===== config.mk =====
export PLATFORM = sky130hd
export DESIGN_NAME = can_tx_loader
export DESIGN_NICKNAME = d
export VERILOG_FILES = /design/src/rtl/can_tx_loader.sv
export SDC_FILE = /design/constraint.sdc
export NUM_CORES = 1
export LEC_CHECK = 0
export CORE_ASPECT_RATIO = 1.2
export CORE_MARGIN = 3
export CORE_UTILIZATION = 50
export CTS_BUF_LIST = sky130_fd_sc_hd__clkbuf_8
export DETAILED_ROUTE_END_ITERATION = 7
export MAX_ROUTING_LAYER = met4
export PLACE_DENSITY = 0.83
export SLEW_MARGIN = 20
export SYNTH_ARGS = -nofsm -noshare
export SYNTH_HDL_FRONTEND = slang
export SYNTH_SLANG_ARGS = --single-unit

===== constraint.sdc =====
create_clock -name clk_i -period 6.7 [get_ports clk_i]
set_input_delay 1.34 -clock clk_i [delete_from_list [all_inputs] [get_ports clk_i]]
set_output_delay 1.34 -clock clk_i [all_outputs]
set_load 0.05 [all_outputs]

===== src/rtl/can_tx_loader.sv =====
`default_nettype none
// ============================================================================
// Module   : can_tx_loader
// Purpose  : Polls a memory-mapped setting word. When its GO bit is set, the
//            block reads two 32-bit payload words from the data mailbox and
//            hands one frame to a CAN transmitter. Once the transmitter has
//            finished, it writes the setting word back with GO cleared.
//            Each handshake wait is bounded by a timeout that raises a sticky
//            error flag.
// Ports    : clk_i / rst_i       - clock, asynchronous active-high reset
//            rd_en, addr_rd      - one-cycle read request and its address
//            data_rd, rd_done    - read data, valid with the rd_done pulse
//            rd_busy             - read port cannot accept a request
//            wr_en, addr_wr,
//            data_wr             - one-cycle write request, address and data
//            wr_done, wr_busy    - write completion pulse, write port busy
//            tx_data_o, tx_dlc_o - frame payload and byte length
//            tx_send_o           - one-cycle transmit request
//            tx_busy_i           - transmitter busy
//            busy_o              - FSM is outside IDLE
//            err_o               - sticky timeout flag
//            frames_sent_o       - completed frame count (wraps)
// Revision : 1.0 - initial release
// ============================================================================
module can_tx_loader #(
  parameter int                    ADDR_WIDTH     = 20,
  parameter int                    DATA_WIDTH     = 32,
  parameter logic [ADDR_WIDTH-1:0] ADDR_DATA      = 20'hA0001,
  parameter logic [ADDR_WIDTH-1:0] ADDR_SETTING   = 20'hA0002,
  parameter int                    POLL_CYCLES    = 1000,
  parameter int                    TIMEOUT_CYCLES = 4096
) (
  input  logic                  clk_i,
  input  logic                  rst_i,
  output logic                  rd_en,
  output logic [ADDR_WIDTH-1:0] addr_rd,
  input  logic [DATA_WIDTH-1:0] data_rd,
  input  logic                  rd_done,
  input  logic                  rd_busy,
  output logic                  wr_en,
  output logic [ADDR_WIDTH-1:0] addr_wr,
  output logic [DATA_WIDTH-1:0] data_wr,
  input  logic                  wr_done,
  input  logic                  wr_busy,
  output logic [63:0]           tx_data_o,
  output logic [3:0]            tx_dlc_o,
  output logic                  tx_send_o,
  input  logic                  tx_busy_i,
  output logic                  busy_o,
  output logic                  err_o,
  output logic [15:0]           frames_sent_o
);

  localparam int PW = (POLL_CYCLES > 1) ? $clog2(POLL_CYCLES + 1) : 1;
  localparam int TW = (TIMEOUT_CYCLES > 1) ? $clog2(TIMEOUT_CYCLES + 1) : 1;
  localparam logic [PW-1:0] POLL_LAST = PW'(POLL_CYCLES - 1);
  localparam logic [TW-1:0] TMO_LAST  = TW'(TIMEOUT_CYCLES - 1);

  typedef enum logic [3:0] {
    S_IDLE      = 4'd0,
    S_RD_SET    = 4'd1,
    S_WT_SET    = 4'd2,
    S_RD_HI     = 4'd3,
    S_WT_HI     = 4'd4,
    S_RD_LO     = 4'd5,
    S_WT_LO     = 4'd6,
    S_WT_TXIDLE = 4'd7,
    S_SEND      = 4'd8,
    S_WT_TXBUSY = 4'd9,
    S_WT_TXDONE = 4'd10,
    S_CLR       = 4'd11,
    S_WT_CLR    = 4'd12
  } state_t;

  state_t                  state_q, state_d;
  logic [PW-1:0]           poll_q, poll_d;
  logic [TW-1:0]           tmr_q, tmr_d;
  logic [DATA_WIDTH-1:0]   set_q, set_d;
  logic [ADDR_WIDTH-1:0]   addr_rd_q, addr_rd_d;
  logic [ADDR_WIDTH-1:0]   addr_wr_q, addr_wr_d;
  logic [DATA_WIDTH-1:0]   data_wr_q, data_wr_d;
  logic [63:0]             tx_data_q, tx_data_d;
  logic [3:0]              tx_dlc_q, tx_dlc_d;
  logic                    err_q, err_d;
  logic [15:0]             frames_q, frames_d;
  logic                    tmo;

  // Expiry of the per-state wait budget; only acted upon in wait states.
  assign tmo = (tmr_q == TMO_LAST);

  always_ff @(posedge clk_i or posedge rst_i) begin
    if (rst_i) begin
      state_q   <= S_IDLE;
      poll_q    <= '0;
      tmr_q     <= '0;
      set_q     <= '0;
      addr_rd_q <= '0;
      addr_wr_q <= '0;
      data_wr_q <= '0;
      tx_data_q <= '0;
      tx_dlc_q  <= '0;
      err_q     <= 1'b0;
      frames_q  <= '0;
    end else begin
      state_q   <= state_d;
      poll_q    <= poll_d;
      tmr_q     <= tmr_d;
      set_q     <= set_d;
      addr_rd_q <= addr_rd_d;
      addr_wr_q <= addr_wr_d;
      data_wr_q <= data_wr_d;
      tx_data_q <= tx_data_d;
      tx_dlc_q  <= tx_dlc_d;
      err_q     <= err_d;
      frames_q  <= frames_d;
    end
  end

  always_comb begin
    state_d   = state_q;
    poll_d    = '0;
    set_d     = set_q;
    addr_rd_d = addr_rd_q;
    addr_wr_d = addr_wr_q;
    data_wr_d = data_wr_q;
    tx_data_d = tx_data_q;
    tx_dlc_d  = tx_dlc_q;
    err_d     = err_q;
    frames_d  = frames_q;
    rd_en     = 1'b0;
    wr_en     = 1'b0;

    case (state_q)
      S_IDLE: begin
        if (poll_q == POLL_LAST) begin
          state_d   = S_RD_SET;
          addr_rd_d = ADDR_SETTING;
        end else begin
          poll_d = poll_q + PW'(1);
        end
      end

      // Request strobes are combinational so they are issued in the very
      // cycle the port is seen idle; the address is already registered.
      S_RD_SET: begin
        if (!rd_busy) begin
          rd_en   = 1'b1;
          state_d = S_WT_SET;
        end
      end

      S_WT_SET: begin
        if (rd_done) begin
          if (data_rd[31]) begin
            set_d     = data_rd;
            addr_rd_d = ADDR_DATA;
            state_d   = S_RD_HI;
          end else begin
            state_d = S_IDLE;
          end
        end else if (tmo) begin
          err_d   = 1'b1;
          state_d = S_IDLE;
        end
      end

      S_RD_HI: begin
        if (!rd_busy) begin
          rd_en   = 1'b1;
          state_d = S_WT_HI;
        end
      end

      S_WT_HI: begin
        if (rd_done) begin
          tx_data_d[63:32] = data_rd;
          addr_rd_d        = ADDR_DATA;
          state_d          = S_RD_LO;
        end else if (tmo) begin
          err_d   = 1'b1;
          state_d = S_IDLE;
        end
      end

      S_RD_LO: begin
        if (!rd_busy) begin
          rd_en   = 1'b1;
          state_d = S_WT_LO;
        end
      end

      // The length is published together with the low word so that both
      // frame outputs only change after the next frame's first data read.
      S_WT_LO: begin
        if (rd_done) begin
          tx_data_d[31:0] = data_rd;
          tx_dlc_d        = (set_q[3:0] > 4'd8) ? 4'd8 : set_q[3:0];
          state_d         = S_WT_TXIDLE;
        end else if (tmo) begin
          err_d   = 1'b1;
          state_d = S_IDLE;
        end
      end

      S_WT_TXIDLE: begin
        if (!tx_busy_i) begin
          state_d = S_SEND;
        end else if (tmo) begin
          err_d   = 1'b1;
          state_d = S_IDLE;
        end
      end

      S_SEND: begin
        state_d = S_WT_TXBUSY;
      end

      S_WT_TXBUSY: begin
        if (tx_busy_i) begin
          state_d = S_WT_TXDONE;
        end else if (tmo) begin
          err_d   = 1'b1;
          state_d = S_IDLE;
        end
      end

      S_WT_TXDONE: begin
        if (!tx_busy_i) begin
          addr_wr_d = ADDR_SETTING;
          data_wr_d = {1'b0, set_q[DATA_WIDTH-2:0]};
          state_d   = S_CLR;
        end else if (tmo) begin
          err_d   = 1'b1;
          state_d = S_IDLE;
        end
      end

      S_CLR: begin
        if (!wr_busy) begin
          wr_en   = 1'b1;
          state_d = S_WT_CLR;
        end
      end

      S_WT_CLR: begin
        if (wr_done) begin
          frames_d = frames_q + 16'd1;
          state_d  = S_IDLE;
        end else if (tmo) begin
          err_d   = 1'b1;
          state_d = S_IDLE;
        end
      end

      default: begin
        state_d = S_IDLE;
      end
    endcase

    // Timer restarts on every state change and saturates otherwise, so a
    // long stall in a request state cannot wrap it into a false expiry.
    if (state_d != state_q) begin
      tmr_d = '0;
    end else if (!tmo) begin
      tmr_d = tmr_q + TW'(1);
    end else begin
      tmr_d = tmr_q;
    end
  end

  assign addr_rd       = addr_rd_q;
  assign addr_wr       = addr_wr_q;
  assign data_wr       = data_wr_q;
  assign tx_data_o     = tx_data_q;
  assign tx_dlc_o      = tx_dlc_q;
  assign tx_send_o     = (state_q == S_SEND);
  assign busy_o        = (state_q != S_IDLE);
  assign err_o         = err_q;
  assign frames_sent_o = frames_q;

endmodule
`default_nettype wire


Word-level counts from Yosys, hierarchy flattened
Index checks and enable logic that the tools add are counted.
{ "word_totals": {"reg_bits": 195, "latch_bits": 0, "ramBits": 0, "mem_bits_ro": 0, "out_inout_bits": 161, "word_cells": 90, "memories": 0} }
{ "classes": {"add_sub_neg": 3, "mul": 0, "div_mod_pow": 0, "n_lt_le_gt_ge": 1, "eq_ne": 24, "n_shift": 0, "n_mux": 35, "bitwise_logic": 1, "reduce_logical": 14} }
{ "op_table": {"columns": ["cell", "n"], "rows": [
  ["two-way mux 20 bit", 4],
  ["one-hot mux 20 bit (3 select lines)", 1],
  ["two-way mux 4 bit", 14],
  ["one-hot mux 4 bit (13 select lines)", 1],
  ["two-way mux 13 bit", 2],
  ["equality test 4 bit (second input constant)", 5],
  ["two-way mux 10 bit", 2],
  ["adder 16 x 1 -> 16 bit (second input constant)", 1],
  ["equality test 4 x 3 -> 1 bit (second input constant)", 4],
  ["inequality test 2 bit (second input constant)", 7],
  ["adder 13 x 1 -> 13 bit (second input constant)", 1],
  ["equality test 13 x 12 -> 1 bit (second input constant)", 1],
  ["adder 10 x 1 -> 10 bit (second input constant)", 1],
  ["equality test 10 bit (second input constant)", 1],
  ["AND reduction 5 bit", 2],
  ["two-way mux 1 bit", 9],
  ["equality test 4 x 2 -> 1 bit (second input constant)", 2],
  ["AND reduction 2 bit", 4],
  ["nonzero test 4 bit", 2],
  ["OR reduction 3 bit", 2],
  ["equality test 4 x 1 -> 1 bit (second input constant)", 1],
  ["> comparator 4 bit (second input constant)", 1],
  ["logical NOT 4 bit", 1],
  ["inequality test 2 x 1 -> 1 bit (second input constant)", 2],
  ["other kinds (7)", 7]
]} }

Depth between registers and ports, before layout
{ "logic_depth": {"depth_word": 6, "mapped_depth": 9} }

Least setup slack after synthesis
OpenSTA, ideal clock, no wires.
{ "synth_path": {"kind": "input to output", "start": "in wr_busy", "end": "out wr_en", "arrival_time_ps": 2839, "required_ps": 5360, "slack_ps": 2521, "stages": 1, "path_cell_list": "nor4_1"} }
{ "synth_between": {"elab_chain_cells": 2} }
{ "synth_lines": {"columns": ["item", "line", "text"], "rows": [
  ["from (decl)", "44", "input logic wr_busy,"],
  ["two-way mux 1 bit", "239", "if (!wr_busy) begin"],
  ["two-way mux 1 bit", "133", "case (state_q)"],
  ["to (decl)", "40", "output logic wr_en,"]
]} }
Every way passes these cells.

Worst setup path after layout
Ends and elaborated chain as after synthesis.

==> metrics <==
Slew Viols, Final 0; hold_sp set_q[20]; WL/cell 16.9 um; time the worst path needs with I/O delays and setup 4.36 ns; Fin Setup TNS 0 ns; max-cap viol count 0; gr busiest metal met2; total power 4710 uW; FFs w/ async S/R, synth 100%; Clock Skew 0.0168 ns; Synth Cell Area 7990 sq um; Final ANT Viol Nets 0; worst relative slew slack 32.4%; Die Area 17,500 sq um; Unique masters post-synth 60; vias in the first global route 5,720; crit-path max cell delay 0.87 ns; dominant synthesized flop cell dfrtp_1; most frequent cells in the layout dfrtp_1, clkdlybuf4s50_1, nand2_1; CP arrival 3.02 ns; TritonCTS clock tree done; Crit path required time 5.36 ns; IO buf count 165; startpoint types input port; most common cell after layout, fill and taps aside dfrtp_1; DP HPWL 12,100 um; Placement Rows 50; core area 15,600 sq um; GR Util met2 35.1%; post-route setup slack 2.34 ns; Tot GR Track Use 21.5%; Least-Margin Pin Slew 1.01 ns; Via density 5.26; Synth Instances 697; P per Cell Area 467 nW/um^2; area growth from synthesis to layout 26.3%; crit end category output pin; total CTS buffers 17; total wire length 18,100 um; RSZ-0062 raised after global routing false; Top Ports 200; DRT iter0 DRCs 294; nets@finish 889; register area share after synthesis 55.7%; Synth warnings 0; final worst path period share 65.1%; fin util 64.5%; slowest CP cell clkdlybuf4s50_1; share of cells above drive strength 1 15.6%; worst hold stages 2; met3 usage 6.73%; largest net degree at the start of global routing 97; Resize count post-CTS 0; crit path cell chain clkdlybuf4s50_1 -> nor4_1 -> clkdlybuf4s50_1; CTS H-tree depth 4; CTS clk-pin slew, worst paths 0.10 ns; R2R Setup Slk 3.50 ns; initial antenna violation count 0; worst-skew pair later-pin latency 0.46 ns; Reg-to-Reg Start state_q[0]; Die H 144 um; instance count on the critical path 3; CTS root buffer clkbuf_8; leakage 0.00455 uW; outcome finished clean; first-pass detailed-route iteration total 5; worst min-delay path category reg -> reg; maximum vdd drop 0.000340 V; Post-Place Setup Slack 2.32 ns; gpl congestion 0.902; die width 121 um; clk buf depth 2; first-pass GRT wire length 28,900 um; Vias 5,622; f_max 229 MHz; Starting Density 51.1%; Bufs and invs on worst path 2; Residual DRC 0; hold endpoint data_wr[20]; Yosys reg bits 178; critical path class in -> out; Sink Count 178; Reg2Reg Depth 6; Worst R2R End tmr_q[3]; Final Hold Fails 0; Syn Area/Cell 11.5 sq um; grt total ovfl 0; CP top delay family buffers and inverters; setup violators final 0; CTS Hold Bufs 0; met1 usage 25.5%; Post-CTS Repair Setup Buffers 0; diode count 0; CP dominant cell by count clkdlybuf4s50_1; Post-synth EDFFs 0; CP max FO 4
-- power breakdown --
group / total (uW) / switching [uW] / internal, uW
Clock: 815 / 420 / 394
Sequential: 1670 / 255 / 1420
Combinational: 2230 / 1450 / 776
Total: 4710 / 2120 / 2590
-- worst register-to-register path, cell delays in order, from the launching register on --
cell and delay (ns):
dfrtp_1 0.86, nor4b_1 0.18, and3_1 0.23, buf_4 0.27
or4_1 0.61, o221ai_2 0.74, nor4b_1 0.15
-- synth_stat cells, types with 3 or more instances --
library cell  instances  area, sq um
nor4_2               10          125
a31oi_1               7         43.8
or4_1                 4         30.0
nand3_1              13         65.1
dfrtp_1             178         4450
buf_1                 7         26.3
nor3_1               11         55.1
buf_4                37          278
nor2b_1               6         37.5
clkbuf_1             17         63.8
nand2b_1              4         25.0
nor4_1                8         50.1
a21oi_1              10         50.1
xor2_1               13          114
and3_1               10         62.6
buf_2                12         60.1
nand2_1             109          409
o21ai_0              16         80.1
ha_1                  3         37.5
mux2_1               23          259
nand3b_1              7         52.6
nand4_1               9         56.3
inv_1                18         67.6
nor2_1               28          105
and4_1                3         26.3
xnor2_1              14          123
nor3b_1               4         30.0
mux2_2               74          833
-- kinds of logic after synthesis --
logic type	Yosys count	share of synthesized area, %
other cells	1	0.0469
simple gates	239	15.6
compound gates	56	4.68
mux	99	13.9
buf+inv	94	6.53
flops	178	55.7
xor+xnor	27	2.96
fa+ha+maj	3	0.470
-- per-layer routing --
layer	part of all wire (%)	up-vias	wire, um
met1	42	2769	7510
met3	6.3	34	1130
li1	-	2638	-
met4	2.6	0	471
met5	0	-	0
met2	50	181	8940
-- flip-flops by register name, summed over array words and instances, names as in the netlist, 3 cells and up --
| signal | cells |
|---|---|
| addr_rd | 3 |
| state_q | 4 |
| frames_sent_o | 16 |
| tmr_q | 13 |
| poll_q | 10 |
| tx_data_o | 64 |
| data_wr | 31 |
| tx_dlc_o | 4 |
| set_q | 31 |
-- how the worst max path moves through the flow --
stage / from / slack [ns] / to
floorplan: rst_i / 0.53 / addr_rd[0]
global placement: wr_busy / 2.40 / wr_en
detailed placement: wr_busy / 2.32 / wr_en
CTS: wr_busy / 2.32 / wr_en
global route: state_q[0] / 2.19 / wr_en
finish: wr_busy / 2.34 / wr_en
-- area by class of cell --
| cell class | count | area (sq um) |
|---|---|---|
| Clock buffer | 18 | 248 |
| Clock inverter | 14 | 195 |
| Fill cell | 1215 | 5550 |
| Inverter | 19 | 76.3 |
| Multi-Input combinational cell | 458 | 3150 |
| Sequential cell | 178 | 4450 |
| Tap cell | 208 | 260 |
| Timing Repair Buffer | 173 | 1710 |
-- stage by stage --
stage          std cells  instance area, sq um  hold slack (ns)
4_1_cts             1068                 10100            0.467
3_5_place_dp        1036                  9650            0.453
2_1_floorplan        730                  8110            0.435
5_1_grt             1068                 10100            0.505
3_3_place_gp        1036                  9650            0.445
6_report            1068                 10100            0.467
(Power assumes the default switching activity.)
